File: src/rtl/lfsr_range_rng.sv
// lfsr_range_rng: free-running Fibonacci LFSR with seed load, plus a request/valid
// draw port returning a uniform index in [0, RANGE-1] via rejection sampling.
module lfsr_range_rng #(
  parameter int               WIDTH        = 8,
  parameter int               RANGE        = 6,
  // Derived index width; do not override.
  parameter int               OUT_W        = (RANGE > 1) ? $clog2(RANGE) : 1,
  parameter logic [WIDTH-1:0] SEED_DEFAULT = WIDTH'(8'hA5),
  parameter int               MAX_TRIES    = 8,
  parameter bit               NO_REPEAT    = 1'b0
) (
  input  logic             clk,
  input  logic             rst,
  input  logic [WIDTH-1:0] seed,
  input  logic             seed_load,
  input  logic             req,
  output logic             rnd_valid,
  output logic [OUT_W-1:0] rnd_idx,
  output logic             busy,
  output logic [WIDTH-1:0] lfsr_q
);

  // Parameter legality is enforced at elaboration time.
  generate
    if (WIDTH != 8 && WIDTH != 16 && WIDTH != 24 && WIDTH != 32) begin : g_bad_width
      $error("lfsr_range_rng: WIDTH must be 8, 16, 24 or 32");
    end
    if (RANGE < 1 || longint'(RANGE) > (longint'(1) << WIDTH)) begin : g_bad_range
      $error("lfsr_range_rng: RANGE must be in [1, 2**WIDTH]");
    end
    if (OUT_W != ((RANGE > 1) ? $clog2(RANGE) : 1)) begin : g_bad_out_w
      $error("lfsr_range_rng: OUT_W is derived and must not be overridden");
    end
    if (SEED_DEFAULT == '0) begin : g_bad_seed
      $error("lfsr_range_rng: SEED_DEFAULT must be nonzero");
    end
    if (MAX_TRIES < 1) begin : g_bad_tries
      $error("lfsr_range_rng: MAX_TRIES must be >= 1");
    end
  endgenerate

  typedef enum logic {
    IDLE,
    DRAW
  } state_t;

  // Maximal-length tap sets as bit masks (tap n -> bit n-1).
  localparam logic [31:0] TAPS_32 =
    (WIDTH == 8)  ? 32'h0000_00B8 :
    (WIDTH == 16) ? 32'h0000_D008 :
    (WIDTH == 24) ? 32'h00E1_0000 :
                    32'h8020_0003;
  localparam logic [WIDTH-1:0] TAP_MASK = TAPS_32[WIDTH-1:0];

  localparam int               TRIES_W   = $clog2(MAX_TRIES + 1);
  localparam logic [TRIES_W-1:0] TRIES_MAX = TRIES_W'(MAX_TRIES);
  localparam logic [OUT_W:0]   RANGE_W   = (OUT_W + 1)'(RANGE);
  localparam logic [OUT_W-1:0] RANGE_LO  = OUT_W'(RANGE);
  localparam logic [OUT_W-1:0] RANGE_M1  = OUT_W'(RANGE - 1);
  localparam bit               NO_REPEAT_EFF = NO_REPEAT && (RANGE > 1);

  state_t               state_q, state_d;
  logic [TRIES_W-1:0]   tries_q, tries_d, tries_now;
  logic [OUT_W-1:0]     cand, idx_d, fallback_idx;
  logic                 out_of_range, is_repeat, reject, exhausted, deliver;
  logic                 last_valid;
  logic [WIDTH-1:0]     lfsr_shift;

  assign lfsr_shift = {lfsr_q[WIDTH-2:0], ^(lfsr_q & TAP_MASK)};

  // A nonzero state on a maximal LFSR never reaches zero; a zero seed is
  // replaced by the default so the register can never lock up.
  // NOTE: sequential state uses non-blocking assignments so every register
  // samples pre-edge values regardless of process ordering.
  always_ff @(posedge clk) begin
    if (rst) begin
      lfsr_q <= SEED_DEFAULT;
    end else if (seed_load) begin
      lfsr_q <= (seed == '0) ? SEED_DEFAULT : seed;
    end else begin
      lfsr_q <= lfsr_shift;
    end
  end

  // Candidate evaluation on the current LFSR value.
  always_comb begin
    cand         = lfsr_q[OUT_W-1:0];
    out_of_range = ({1'b0, cand} >= RANGE_W);
    is_repeat    = NO_REPEAT_EFF && last_valid && (cand == rnd_idx);
    reject       = out_of_range || is_repeat;
    tries_now    = (state_q == IDLE) ? TRIES_W'(1) : tries_q + 1'b1;
    exhausted    = (tries_now == TRIES_MAX);
    // Fallback stays in range: cand < 2*RANGE, and a repeat is already < RANGE.
    if (out_of_range) begin
      fallback_idx = cand - RANGE_LO;
    end else if (cand == RANGE_M1) begin
      fallback_idx = '0;
    end else begin
      fallback_idx = cand + 1'b1;
    end
  end

  // NOTE: every output of this block gets a default first, so no path can
  // leave a variable unassigned and infer a latch.
  always_comb begin
    state_d = state_q;
    tries_d = tries_q;
    deliver = 1'b0;
    idx_d   = cand;
    unique case (state_q)
      IDLE: begin
        if (req && !rnd_valid) begin
          if (!reject) begin
            deliver = 1'b1;
          end else if (exhausted) begin
            deliver = 1'b1;
            idx_d   = fallback_idx;
          end else begin
            state_d = DRAW;
            tries_d = tries_now;
          end
        end
      end
      DRAW: begin
        if (!reject) begin
          deliver = 1'b1;
          state_d = IDLE;
        end else if (exhausted) begin
          deliver = 1'b1;
          idx_d   = fallback_idx;
          state_d = IDLE;
        end else begin
          tries_d = tries_now;
        end
      end
      default: state_d = IDLE;
    endcase
  end

  always_ff @(posedge clk) begin
    if (rst) begin
      state_q    <= IDLE;
      tries_q    <= '0;
      rnd_valid  <= 1'b0;
      rnd_idx    <= '0;
      last_valid <= 1'b0;
    end else begin
      state_q   <= state_d;
      tries_q   <= tries_d;
      rnd_valid <= deliver;
      if (deliver) begin
        rnd_idx    <= idx_d;
        last_valid <= 1'b1;
      end
    end
  end

  assign busy = (state_q == DRAW);

endmodule
File: config.mk
export PLATFORM = sky130hd
export DESIGN_NAME = lfsr_range_rng
export DESIGN_NICKNAME = d
export VERILOG_FILES = /design/src/rtl/lfsr_range_rng.sv
export SDC_FILE = /design/constraint.sdc
export NUM_CORES = 1
export LEC_CHECK = 0
export ABC_AREA = 1
export BUFFER_PORTS_ARGS = -buffer_cell sky130_fd_sc_hd__buf_2
export CAP_MARGIN = 25
export CELL_PAD_IN_SITES_DETAIL_PLACEMENT = 2
export CELL_PAD_IN_SITES_GLOBAL_PLACEMENT = 2
export CORE_AREA = 2 2 57 59
export DETAILED_ROUTE_END_ITERATION = 8
export DIE_AREA = 0 0 59 61
export PLACE_DENSITY_LB_ADDON = 0.08
export RECOVER_POWER = 25
export SETUP_SLACK_MARGIN = 0.2
export SYNTH_ARGS = -nofsm -noshare
export SYNTH_HDL_FRONTEND = slang
export SYNTH_SLANG_ARGS = --single-unit
File: constraint.sdc
create_clock -name clk -period 2.1 [get_ports clk]
set_input_delay 0.21 -clock clk [delete_from_list [all_inputs] [get_ports clk]]
set_output_delay 0.21 -clock clk [all_outputs]
set_load 0.01 [all_outputs]
* After elaboration in Yosys (flattened, before gate mapping)
Index checks and enable logic that the tools add are counted.
** Operators by class
- Multiplexer cells :: 19
- Order comparisons :: 1
- Bitwise operators :: 1
- Add/sub/neg operators :: 2
- Equality and inequality tests :: 2
- Reduce and logical (&&, ||, !) cells :: 4
** Operators with widths (number)
- 4-bit two-way mux :: 4
- 8-bit two-way mux :: 2
- 3-bit two-way mux :: 3
- 8-bit zero test :: 1
- 4-bit one-hot mux with 2 select lines :: 1
- 8-bit XOR reduction :: 1
- 1-bit two-way mux :: 6
- 3-bit one-hot mux with 2 select lines :: 1
- 4-bit by 1-bit adder with 4-bit output, second input constant :: 1
- 4-bit equality test, second input constant :: 1
- 1-bit one-hot mux with 2 select lines :: 2
- 3-bit greater-or-equal comparator, second input constant :: 1
- 3-bit subtractor, second input constant :: 1
- 2-bit by 1-bit inequality test with 1-bit output, second input constant :: 1
- 1-bit logical AND :: 1
- 1-bit zero test :: 1
- 1-bit inverter :: 1
** Storage, ports and cells
- Word-level logic and storage cells :: 34
- Input bits :: 12
- Register bits after elaboration :: 17

* Depth between registers and ports, before layout
- Word-level depth :: 7
- Gate-level depth with buffers :: 11
- Gate-level depth less buffers :: 11

* Worst setup path before layout
No wires, ideal clock.
- Path kind :: register to register
- Start :: reg tries_q[0]
- End :: reg rnd_idx[2]
- Data required time :: 1.988 ns
- Cell stages (with the launch flop) :: 9
- Setup time :: 0.112 ns
- Path slack :: 0.658 ns
- Arrival :: 1.331 ns
- Buffers on the path :: 0
- Cell sequence :: dfxtp_1 ha_1 nand3b_1 nor2_4 nand2_4 nand2_4 nand3_1 nor2_1 nor2_1
** Between the ends
- Longest elaborated chain between the ends :: 7
- Elaborated cells on any way between the ends :: 11
- Those cells by class :: add/sub: 1; eq/ne: 1; mux: 9
** Ends and longest elaborated chain
- start, declared :: RTL line 63 : logic [TRIES_W-1:0] tries_q, tries_d, tries_now;
- start signal, assigned :: RTL line 149 : tries_q <= tries_d;
- 4-bit by 1-bit adder with 4-bit output (*) :: RTL line 91 : tries_now = (state_q == IDLE) ? TRIES_W'(1) : tries_q + 1'b1;
- 4-bit two-way mux (*) :: RTL line 91
- 4-bit equality test (*) :: RTL line 92 : exhausted = (tries_now == TRIES_MAX);
- 3-bit two-way mux / 1-bit two-way mux (equally long branches) :: RTL line 115, 128
- 3-bit two-way mux / 1-bit two-way mux (equally long branches) :: RTL line 113, 125
- 3-bit two-way mux / 1-bit two-way mux (equally long branches) :: RTL line 112 : if (req && !rnd_valid) begin
- 3-bit one-hot mux with 2 select lines / 1-bit one-hot mux with 2 select lines (equally long branches) :: RTL line 110 : unique case (state_q)
- end signal, assigned :: RTL line 152 : rnd_idx <= idx_d;
- end, declared :: RTL line 18 : output logic [OUT_W-1:0] rnd_idx,
Every way passes the cells marked *; elsewhere a longest branch is shown, timed or not.
A chain may end at the register's enable or synchronous reset.

* Final worst setup path
- Start :: reg tries_q[0]
- End :: reg tries_q[2]
** Between the ends
- Longest elaborated chain between the ends :: 7
** Ends and longest elaborated chain (RTL line)
- 4-bit by 1-bit adder with 4-bit output (*) :: 91
- 4-bit two-way mux (*) :: 91
- 4-bit equality test :: 92
- 4-bit two-way mux (*) :: 115, 128
- 4-bit two-way mux (*) :: 113, 125
- 4-bit two-way mux :: 112
- 4-bit one-hot mux with 2 select lines (*) :: 110
Every way passes the cells marked *; elsewhere a longest branch is shown, timed or not. The select of a mux whose other input is x is not followed.

==> impl_metrics.yaml <==
timing:
  post-route-period-util_pct: 77.2
  clock.fmax_mhz: 616
  tightest_slew_ns: 0.408
  setup_viol: 0
  relSlewSlack_pct: 72.8
  min_period_ns: 1.62
  rsz0062_at_grt: "false"
  setup-tns-final_ns: 0
  hold_viol: 0
  finClkSkew_ns: 0.000554
  slew_violations: 0
routing:
  wl_per_cell_um: 13.8
  via_count: 789
  routed_wl_um: 2290
  dr.pass1.iters: 3
  ant_nets: 0
  avgViaCountPerCell: 4.75
  drtIter0Drc: 18
  route.detailed.drc: 0
clock_network:
  post_cts_buffers: 0
  cts_resized: 0
  clk_latency_ns: 0.29
  cts_tree: "yes"
  clock-sinks: 17
  hold_buffers: 0
  cts_buffer_depth: 2
  cts_made_buffers: 3
  path_clk_slew_ns: 0.10
  cts_root_buf: "clkbuf_4"
  cts_htree_levels: 1
critical_path:
  reg2reg_slack_ns: 0.48
  crit_type: "reg2reg"
  worstSetupEndpointType: "flip-flop"
  crit_arrival_ns: 1.84
  crit_slowest_cell: "dfxtp_1"
  critical_path_required_ns: 2.32
  startpoint_type: "flip-flop"
  crit_fanout: 6
  slowest_delay_ns: 0.43
  path_cells: "ha_1 -> nand3b_1 -> nor2_4 -> nand2_4 -> nand3_2 -> nand2_1 -> a21oi_1"
power_and_ir_drop:
  irDropWorstVdd_v: 0.000226
  p_comb_share_pct: 19.1
  powerDensity_nw_per_um2: 673
  switching_power_uw: 199
  p_int_uw: 472
  p_sw_share_pct: 29.7
  pwr-share-seq_pct: 54.1
  leakagePower_uw: 0.000476
  p_clk_share_pct: 26.8
synthesis:
  synthCells: 109
  yosys-top-cells-count: "nor2_1, dfxtp_1, nand2_1"
  synthTopCellsByArea: "dfxtp_1, nor2_1, nand2_1"
  yosysMostFrequentCell: "nor2_1"
  syn_nets: 123
  yosys_most_used_dff: "dfxtp_1"
  async_flop_share_pct: 0
  synth_warnings: 0
  synth.distinct_cells: 23
  synth_area_um2: 843
  synth_edf_count: 0
  synth_top_area_share_pct: 40.4
  avgSynthCellArea_um2: 7.74
  seq_area_frac_synth_pct: 40.4
  synth_largest_area_cell: "dfxtp_1"
  synth_seq_cells: 17
placed_design:
  dp_hpwl_um: 1820
  place.gp.congestion: 0.754
  dp.cells: 162
  io_buffers: 24
finish:
  area_growth_pct: 18.2
  drive_gt1_share_pct: 27.1
  finalNetCount: 148
  layout.cells.non_filler: 166
  antenna-diode-count: 0
die:
  dieWidth_um: 59
  rows: 20
  ioPinCount: 25
  dieArea_um2: 3600
  initial_utilization_pct: 28.6
  die_h_um: 61
  core_area_um2: 2950
grt:
  grt_usage_pct: 14.5
  grt_pass1_wl_um: 3770
  overflow: 0
  grt_max_degree: 14
  antenna_found_initial: 0
  grt_pass1_vias: 807
min_path:
  hp-class: "in2reg"
status:
  outcome: "completed"
run:
  max-cap-violations: 0
kinds of logic (layout without fill, tap and decap cells):
family	Yosys count	after routing	synth area share (%)
simple gates	55	55	33.5
flops	17	17	40.4
compound gates	16	16	10.2
buf+inv	15	39	8.75
xor+xnor	4	4	4.16
fa+ha+maj	2	2	2.97
state kept, by name, summed over array words and instances (netlist names):
name,flops
busy,1
lfsr_q,8
rnd_idx,3
rnd_valid,1
tries_q,4
layout make-up:
| class | instances | area [µm²] |
|---|---|---|
| Tap cell | 33 | 41.3 |
| Fill cell | 365 | 1960 |
| Multi-Input combinational cell | 77 | 429 |
| Inverter | 11 | 41.3 |
| Clock buffer | 4 | 26.3 |
| Sequential cell | 17 | 340 |
| Timing Repair Buffer | 24 | 119 |
final timing paths:
path / from / end / depth (start not counted)
worst min-delay path: seed[5] / lfsr_q[5]$_SDFF_PP1_ / 3
worst max register to register: tries_q[0]$_SDFFE_PP0P_ / tries_q[2]$_SDFFE_PP0P_ / 7
worst max-delay path: tries_q[0]$_SDFFE_PP0P_ / tries_q[2]$_SDFFE_PP0P_ / 7
worst min register to register: rnd_idx[0]$_SDFFE_PP0P_ / rnd_idx[0]$_SDFFE_PP0P_ / 2
critical path: cells and delay by family (launching register included):
family | cells | cell delay (ns)
AND/OR/NAND/NOR | 5 | 0.68
flip-flops | 1 | 0.43
AO/OA/AOI/OAI | 1 | 0.15
adder cells (fa/ha/maj) | 1 | 0.28
per-layer routing:
layer / up-vias / wire length, µm / track usage (%)
li1: 401 / - / -
met3: 2 / 83 / 2.99
met2: 15 / 1100 / 23.0
met4: 0 / 19 / 6.82
met5: - / 0 / 0
met1: 371 / 1090 / 18.9
power by group through the flow:
stage	Clock, µW	Combinational [µW]	Sequential [µW]
floorplan	0	77.8	377
CTS	193	133	364
global placement	0	127	371
finish	180	128	364
detailed placement	0	132	372
global route	214	147	368
stage by stage:
stage	utilization [%]	area (µm²)	setup slack (ns)	power (µW)	hold WS (ns)
final	33.8	997	0.478	671	0.154
after global routing	33.8	997	0.334	728	0.138
after CTS	33.8	998	0.452	690	0.143
after detailed placement	32.9	972	0.501	503	0.458
after global placement	32.9	972	0.594	498	0.452
after floorplan	-	843	0.658	455	0.279
cell usage in the layout (no fill, tap or decap), types with 3 or more instances in the layout:
cell	count
buf_2	23
nand2_4	3
clkbuf_4	3
nor2_1	21
nand4_1	3
o22ai_1	3
a21oi_1	5
nand2_1	14
dfxtp_1	17
inv_1	10
o21ai_0	5
nand3_1	6
nand2_2	3
Power figures use the tool's default switching activity.
